### config.mk
export PLATFORM = sky130hd
export DESIGN_NAME = div_seq
export DESIGN_NICKNAME = d
export VERILOG_FILES = /design/src/rtl/div_seq.sv
export SDC_FILE = /design/constraint.sdc
export NUM_CORES = 1
export LEC_CHECK = 0
export ABC_AREA = 0
export CAP_MARGIN = 5
export CORE_ASPECT_RATIO = 2
export CORE_MARGIN = 2
export CORE_UTILIZATION = 50
export DETAILED_ROUTE_END_ITERATION = 8
export GPL_TIMING_DRIVEN = 0
export PLACE_DENSITY = 0.82
export SLEW_MARGIN = 15
export SYNTH_ARGS = -nofsm -noshare
export SYNTH_HDL_FRONTEND = slang
export SYNTH_SLANG_ARGS = --single-unit
### constraint.sdc
create_clock -name clk -period 3.7 [get_ports clk]
set_clock_uncertainty 0.2 [all_clocks]
set_input_delay 0.74 -clock clk [delete_from_list [all_inputs] [get_ports clk]]
set_output_delay 0.74 -clock clk [all_outputs]
set_load 0.02 [all_outputs]
### src/rtl/div_seq.sv
// Iterative signed divider: 2N-bit dividend / N-bit divisor, restoring on magnitudes,
// one quotient bit per clock. Optional remainder output enabled by macro DIV_REM_EN.
module div_seq #(
    parameter int N = 8
) (
    input  logic             clk,
    input  logic             rst,
    input  logic             start,
    input  logic [2*N-1:0]   a,
    input  logic [N-1:0]     b,
    output logic             busy,
    output logic             done,
    output logic [N-1:0]     q,
    output logic [N-1:0]     r,
    output logic             div0,
    output logic             ovf
);

    localparam logic [1:0]   S_IDLE   = 2'd0;
    localparam logic [1:0]   S_CALC   = 2'd1;
    localparam logic [1:0]   S_FIX    = 2'd2;
    localparam logic [N-1:0] Q_MAX    = {1'b0, {(N-1){1'b1}}};
    localparam logic [N-1:0] Q_MIN    = {1'b1, {(N-1){1'b0}}};
    localparam logic [N-1:0] ONE_N    = {{(N-1){1'b0}}, 1'b1};
    localparam logic [N-1:0] CNT_LAST = N'(N-1);

    function automatic logic [N-1:0] neg_n(input logic [N-1:0] v);
        return ~v + ONE_N;
    endfunction

    function automatic logic [2*N-1:0] neg_2n(input logic [2*N-1:0] v);
        return ~v + {{(2*N-1){1'b0}}, 1'b1};
    endfunction

    logic [1:0]     state_r;
    logic [N-1:0]   cnt_r;
    logic [2*N-1:0] rem_r;
    logic [N-1:0]   b_abs_r;
    logic           sign_q_r;
    logic           div0_pend_r;
    logic           eovf_r;
    logic           fix_ph_r;
    logic [N-1:0]   res_q_r;
    logic [N-1:0]   res_r_r;
    logic           res_div0_r;
    logic           res_ovf_r;
    logic [N-1:0]   q_r;
    logic [N-1:0]   r_r;
    logic           div0_r;
    logic           ovf_r;
    logic           busy_r;
    logic           done_r;
`ifdef DIV_REM_EN
    logic           sign_r_r;
    logic [N-1:0]   a_lo_r;
    logic [N-1:0]   mag_r_s;
`endif

    logic [2*N-1:0] a_abs_s;
    logic [N-1:0]   b_abs_s;
    logic           early_ovf_s;
    logic [2*N:0]   shifted_s;
    logic [N:0]     diff_s;
    logic [N-1:0]   mag_q_s;
    logic           calc_ovf_s;
    logic [N-1:0]   fix_q_s;
    logic [N-1:0]   fix_r_s;
    logic           fix_ovf_s;

    // |a| is 2N-bit unsigned so the most negative dividend still fits
    assign a_abs_s     = a[2*N-1] ? neg_2n(a) : a;
    assign b_abs_s     = b[N-1] ? neg_n(b) : b;
    assign early_ovf_s = (a_abs_s[2*N-1:N] >= b_abs_s);
    assign shifted_s   = {rem_r, 1'b0};
    assign diff_s      = shifted_s[2*N:N] - {1'b0, b_abs_r};
    assign mag_q_s     = rem_r[N-1:0];
    assign calc_ovf_s  = sign_q_r ? (mag_q_s > Q_MIN) : (mag_q_s > Q_MAX);
`ifdef DIV_REM_EN
    assign mag_r_s     = rem_r[2*N-1:N];
`endif

    // Final signed result: div0 beats overflow, overflow saturates by quotient sign
    always_comb begin
        fix_q_s   = mag_q_s;
        fix_r_s   = {N{1'b0}};
        fix_ovf_s = 1'b0;
        if (div0_pend_r) begin
            fix_q_s = {N{1'b1}};
`ifdef DIV_REM_EN
            fix_r_s = a_lo_r;
`else
            fix_r_s = {N{1'b0}};
`endif
        end else if (eovf_r || calc_ovf_s) begin
            fix_q_s   = sign_q_r ? Q_MIN : Q_MAX;
            fix_ovf_s = 1'b1;
        end else begin
            fix_q_s = sign_q_r ? neg_n(mag_q_s) : mag_q_s;
`ifdef DIV_REM_EN
            fix_r_s = sign_r_r ? neg_n(mag_r_s) : mag_r_s;
`else
            fix_r_s = {N{1'b0}};
`endif
        end
    end

    // Control FSM, restoring datapath and registered outputs
    always_ff @(posedge clk) begin
        if (rst) begin
            state_r     <= S_IDLE;
            cnt_r       <= {N{1'b0}};
            rem_r       <= {(2*N){1'b0}};
            b_abs_r     <= {N{1'b0}};
            sign_q_r    <= 1'b0;
            div0_pend_r <= 1'b0;
            eovf_r      <= 1'b0;
            fix_ph_r    <= 1'b0;
            res_q_r     <= {N{1'b0}};
            res_r_r     <= {N{1'b0}};
            res_div0_r  <= 1'b0;
            res_ovf_r   <= 1'b0;
            q_r         <= {N{1'b0}};
            r_r         <= {N{1'b0}};
            div0_r      <= 1'b0;
            ovf_r       <= 1'b0;
            busy_r      <= 1'b0;
            done_r      <= 1'b0;
`ifdef DIV_REM_EN
            sign_r_r    <= 1'b0;
            a_lo_r      <= {N{1'b0}};
`endif
        end else begin
            done_r <= 1'b0;
            case (state_r)
                S_IDLE: begin
                    if (start) begin
                        rem_r       <= a_abs_s;
                        b_abs_r     <= b_abs_s;
                        sign_q_r    <= a[2*N-1] ^ b[N-1];
                        cnt_r       <= {N{1'b0}};
                        fix_ph_r    <= 1'b0;
                        busy_r      <= 1'b1;
                        div0_pend_r <= (b == {N{1'b0}});
                        eovf_r      <= early_ovf_s;
`ifdef DIV_REM_EN
                        sign_r_r    <= a[2*N-1];
                        a_lo_r      <= a[N-1:0];
`endif
                        if ((b == {N{1'b0}}) || early_ovf_s) begin
                            state_r <= S_FIX;
                        end else begin
                            state_r <= S_CALC;
                        end
                    end else begin
                        state_r <= S_IDLE;
                    end
                end
                S_CALC: begin
                    if (!diff_s[N]) begin
                        rem_r <= {diff_s[N-1:0], shifted_s[N-1:1], 1'b1};
                    end else begin
                        rem_r <= shifted_s[2*N-1:0];
                    end
                    cnt_r <= cnt_r + ONE_N;
                    if (cnt_r == CNT_LAST) begin
                        state_r <= S_FIX;
                    end else begin
                        state_r <= S_CALC;
                    end
                end
                S_FIX: begin
                    // Sign fix-up is staged one cycle before the outputs are published
                    if (!fix_ph_r) begin
                        res_q_r    <= fix_q_s;
                        res_r_r    <= fix_r_s;
                        res_div0_r <= div0_pend_r;
                        res_ovf_r  <= fix_ovf_s;
                        fix_ph_r   <= 1'b1;
                    end else begin
                        q_r      <= res_q_r;
                        r_r      <= res_r_r;
                        div0_r   <= res_div0_r;
                        ovf_r    <= res_ovf_r;
                        done_r   <= 1'b1;
                        busy_r   <= 1'b0;
                        fix_ph_r <= 1'b0;
                        state_r  <= S_IDLE;
                    end
                end
                default: begin
                    state_r <= S_IDLE;
                    busy_r  <= 1'b0;
                end
            endcase
        end
    end

    assign busy = busy_r;
    assign done = done_r;
    assign q    = q_r;
    assign r    = r_r;
    assign div0 = div0_r;
    assign ovf  = ovf_r;

endmodule

## Yosys cells after proc, flatten, opt, wreduce, memory -nomap -nowiden

Cells that the tools add are included.

- Bits in registers: 60
- Bits in latches: 0
- Memory bits (writable): 0
- ROM bits: 0
- Bits of input ports: 27
- Output and inout port bits: 20
- Memories kept: 0

- $add $sub $neg: 5
- Multipliers: 0
- Div/mod/pow operators: 0
- Order comparisons: 3
- Eq/ne operators: 5
- Shift-type cells: 0
- Muxes and demuxes: 26
- Bitwise operators: 7
- Reduce and logical (&&, ||, !) cells: 13

Operators with widths:

| cell | count |
|---|---|
| 16-bit two-way mux | 3 |
| 8-bit two-way mux | 6 |
| 16-bit one-hot mux with 2 select lines | 1 |
| 8-bit by 1-bit adder with 8-bit output, second input constant | 3 |
| 16-bit by 1-bit adder with 16-bit output, second input constant | 1 |
| 16-bit NOT | 1 |
| 8-bit NOT | 2 |
| 8-bit one-hot mux with 2 select lines | 1 |
| 2-bit AND reduction | 5 |
| 9-bit by 8-bit subtractor with 9-bit output | 1 |
| 8-bit by 3-bit equality test with 1-bit output, second input constant | 1 |
| 8-bit greater-or-equal comparator | 1 |
| 8-bit by 7-bit greater-than comparator with 1-bit output, second input constant | 1 |
| 8-bit greater-than comparator, second input constant | 1 |
| 8-bit logical NOT | 1 |
| 1-bit two-way mux | 8 |
| 2-bit two-way mux | 4 |
| 2-bit one-hot mux with 3 select lines | 1 |
| 2-bit inequality test, second input constant | 2 |
| 2-bit nonzero test | 2 |
| 1-bit NOT | 3 |
| 1-bit one-hot mux with 3 select lines | 1 |
| 3-bit AND reduction | 1 |
| 2-bit by 1-bit equality test with 1-bit output, second input constant | 1 |
| 6 further kinds | 7 |

## Longest topological paths before layout

- Word-level depth: 8
- Gate-level depth with buffers: 14
- Depth with buffers taken out: 14

## Worst setup path before layout

Ideal clock, no wire load.

- Kind: input port to flip-flop
- Start: input port a[4]
- End: register state_r[0]
- Library setup time: 0.074 ns
- Arrival time: 3.513 ns
- Setup slack: -0.088 ns
- Stages: 12
- Cell sequence: or4_1 -> or2_1 -> or3_4 -> o31ai_4 -> xnor2_1 -> ha_1 -> a21o_1 -> a21o_1 -> a211oi_1 -> o21ai_0 -> or3_1 -> o21ai_0

- Longest elaborated chain between the ends: 8

Ends and longest elaborated chain:

| what | line | text |
|---|---|---|
| start, declared | 9 | `input logic [2*N-1:0] a,` |
| 16-bit NOT | 32 | `return ~v + {{(2*N-1){1'b0}}, 1'b1};` |
| 16-bit by 1-bit adder with 16-bit output | 32 |  |
| 16-bit two-way mux | 71 | `assign a_abs_s = a[2*N-1] ? neg_2n(a) : a;` |
| 8-bit greater-or-equal comparator | 73 | `assign early_ovf_s = (a_abs_s[2*N-1:N] >= b_abs_s);` |
| 1-bit logical OR | 149 | `if ((b == {N{1'b0}}) \|\| early_ovf_s) begin` |
| 2-bit two-way mux | 149 |  |
| 2-bit two-way mux | 136 | `if (start) begin` |
| 2-bit one-hot mux with 3 select lines | 134 | `case (state_r)` |
| end signal, assigned | 150 | `state_r <= S_FIX;` |
| end signal, assigned | 152 | `state_r <= S_CALC;` |
| end signal, assigned | 155 | `state_r <= S_IDLE;` |
| end, declared | 35 | `logic [1:0] state_r;` |

Every way passes these cells.
A chain may end at the register's enable or synchronous reset.

## Worst setup path in the final report

- Start: input port a[10]
- End: register state_r[0]

- Longest elaborated chain between the ends: 8

Ends and longest elaborated chain:

| what | line |
|---|---|
| 16-bit NOT | 32 |
| 16-bit by 1-bit adder with 16-bit output | 32 |
| 16-bit two-way mux (*) | 71 |
| 8-bit greater-or-equal comparator (*) | 73 |
| 1-bit logical OR (*) | 149 |
| 2-bit two-way mux (*) | 149 |
| 2-bit two-way mux (*) | 136 |
| 2-bit one-hot mux with 3 select lines (*) | 134 |

Mark *: on every way between the ends. The rest lies on a longest branch, timed or not.

==> results.json <==
{
  "antenna_found_initial": 0,
  "synth_top_area_frac": 0.328,
  "cts.sinks": 60,
  "fp.coreArea_um2": 7160,
  "synth_async_sr_flop_share": 0,
  "cp.arrival_ns": 3.71,
  "firstDrtPassIters": 6,
  "yosysWarningCount": 0,
  "ir_drop_v": 0.000336,
  "crit_required_ns": 3.78,
  "die_h_um": 125,
  "wl_per_cell_um": 14.9,
  "insertion_delay_ns": 0.34,
  "synth_area_leaders": "dfxtp_1, ha_1, nor2_1",
  "cts_buffers": 9,
  "cellLeakagePower_nw": 1.84,
  "grt_use_total": 0.239,
  "drt_wl_total_mm": 9.15,
  "cts_root_buf": "clkbuf_16",
  "slew_viol_final": 0,
  "fin_crit_sh": 0.983,
  "die_area_um2": 8070,
  "cp_top_family": "simple AND/OR/NAND/NOR gates",
  "grt_pass1_wl_mm": 15.5,
  "clk_pin_slew_ns": 0.06,
  "period_needed_ns": 3.64,
  "internal_power_w": 0.00192,
  "p_per_area_nw_per_um2": 705,
  "slowest_delay_ns": 0.58,
  "comb_power_share": 0.456,
  "clkPwrFrac": 0.266,
  "setup_viol_count_final": 0,
  "io_pins": 47,
  "crit_path_max_fanout": 3,
  "power_frac_seq": 0.279,
  "synth.largest_area_cell": "dfxtp_1",
  "ys_seq_elements": 60,
  "synth_cells": 454,
  "synth-edff-count": 0,
  "hp-class": "reg2reg",
  "status": "complete, no violations",
  "synth_seq_area_share": 0.328,
  "first_global_vias": 3454,
  "rsz0062_at_grt": "yes",
  "ant_nets": 0,
  "layout_common_cells": "dfxtp_1, nor2_1, nand2_1",
  "crit_path_end_kind": "flip-flop",
  "final_nets": 564,
  "instances_no_fill": 613,
  "synth_area_um2": 3660,
  "drc_errors": 0,
  "tightest_slew_ns": 0.746,
  "grt-ovfl-total": 0,
  "path_buf_inv": 1,
  "grt_max_degree": 13,
  "synthDistinctLibCells": 55,
  "syn_to_final_growth_pct": 25.0,
  "dp_cells": 590,
  "cts_tree": "done",
  "crit_chain": "clkdlybuf4s50_1 > or4_4 > or3_4 > o41ai_2 > xnor2_1 > ha_1 > a21o_1 > a21oi_1 > o21ai_2 > or3_1 > o21ai_1",
  "syn_avg_cell_area_um2": 8.07,
  "fmax_mhz": 275,
  "layout_commonest_cell": "dfxtp_1",
  "finalHoldViolations": 0,
  "drive_above_1_share": 0.111,
  "critPathSlowestCell": "or4_4",
  "worstSetupPathType": "in2reg",
  "gp_congestion": 0.925,
  "post_drt_via_cell_ratio": 5.78,
  "drv_cap": 0,
  "whs_ns": 0.256,
  "cts_buffer_depth": 2,
  "swShare": 0.405,
  "cts_max_level": 3,
  "worst_setup_path_start_kind": "primary input",
  "detail_route.iter0.violations": 271,
  "hpwlAfterDp_mm": 6.53,
  "num_vias": 3543,
  "p_sw_w": 0.00131,
  "start_util": 0.512,
  "num_rows": 44,
  "io_buffers": 37,
  "die_w_um": 64.5,
  "ys.flop_type": "dfxtp_1",
  "max_slew_margin": 0.500,
  "diodes": 0
}
[metrics by stage]
stage	setup WS (ns)	power (W)	setup TNS [ns]	util	area, um^2
2_1_floorplan	-0.0515	0.00199	-0.0515	-	3690
3_3_place_gp	-0.787	0.00229	-2.08	0.584	4180
3_5_place_dp	-0.796	0.00234	-2.11	0.584	4180
4_1_cts	0.00577	0.00321	0	0.633	4530
5_1_grt	-0.0753	0.00344	-0.0902	0.640	4580
6_report	0.0632	0.00323	0	0.640	4580
[routing by layer]
layer / routed length [um] / GRT usage / part of all wire / vias up
li1: - / - / - / 1748
met1: 3810 / 0.283 / 0.42 / 1619
met2: 4450 / 0.396 / 0.49 / 141
met3: 501 / 0.0414 / 0.055 / 35
met4: 387 / 0.143 / 0.042 / 0
met5: 0 / 0 / 0 / -
[path summary, 6_finish.rpt]
check / start / endpoint / slack [ns] / cells past startpoint
worst max register to register: rem_r[7] / rem_r[9] / 0.73 / 11
worst min-delay path: res_div0_r / res_div0_r / 0.26 / 2
worst max-delay path: a[10] / state_r[0] / 0.06 / 11
worst min register to register: res_div0_r / res_div0_r / 0.26 / 2
[power by group through the flow]
stage	combinational, W	clock [W]	sequential [W]
2_1_floorplan	0.00111	0	0.000878
3_3_place_gp	0.00139	0	0.000901
3_5_place_dp	0.00143	0	0.000908
4_1_cts	0.00145	0.000858	0.000895
5_1_grt	0.00165	0.000877	0.000918
6_report	0.00147	0.000857	0.000899
[cell families after synthesis]
logic type | share of synthesized area
AOI/OAI and AO/OA | 0.245
xor gates and xnor gates | 0.0550
adders and majority gates | 0.0738
buffers and inverters | 0.0605
DFF | 0.328
muxes | 0.0410
other | 0.00102
and+or+nand+nor | 0.196
[registers in the layout, summed over array words and instances (netlist names)]
signal,count
rem_r,16
busy,1
fix_ph_r,1
sign_q_r,1
div0_pend_r,1
cnt_r,8
res_ovf_r,1
q,8
res_q_r,8
ovf,1
res_div0_r,1
state_r,2
div0,1
b_abs_r,8
eovf_r,1
done,1
[worst min-delay path: stages, from the launching register on]
cell and delay (ns):
dfxtp_1 0.31, nand2_1 0.05, a21oi_1 0.05
[what timing repair did]
action                     CTS  global route
resized for setup           21            13
pin swaps                   12            11
gates cloned                 0             0
hold buffers                 0             0
buffers inserted             5             2
setup endpoints to repair    3             3
[synth_stat cells, drive strengths merged, types with 9 or more instances]
cell type / n
a211oi: 18
a21oi: 32
a22oi: 10
buf: 12
clkbuf: 17
dfxtp: 60
ha: 20
inv: 21
mux2i: 15
nand2: 36
nor2: 61
nor3: 16
o21ai: 24
o31ai: 11
or3: 9
xnor2: 15
[layout make-up]
| class | count | area, um^2 |
|---|---|---|
| plain buffers | 29 | 143 |
| clock inverters | 7 | 75.1 |
| clock buffers | 9 | 225 |
| fillers | 608 | 2580 |
| well taps | 92 | 115 |
| repair buffers | 44 | 427 |
| inverters | 21 | 78.8 |
| flip-flops and latches | 60 | 1200 |
| multi-input cells | 351 | 2310 |
Power figures use the tool's default switching activity.
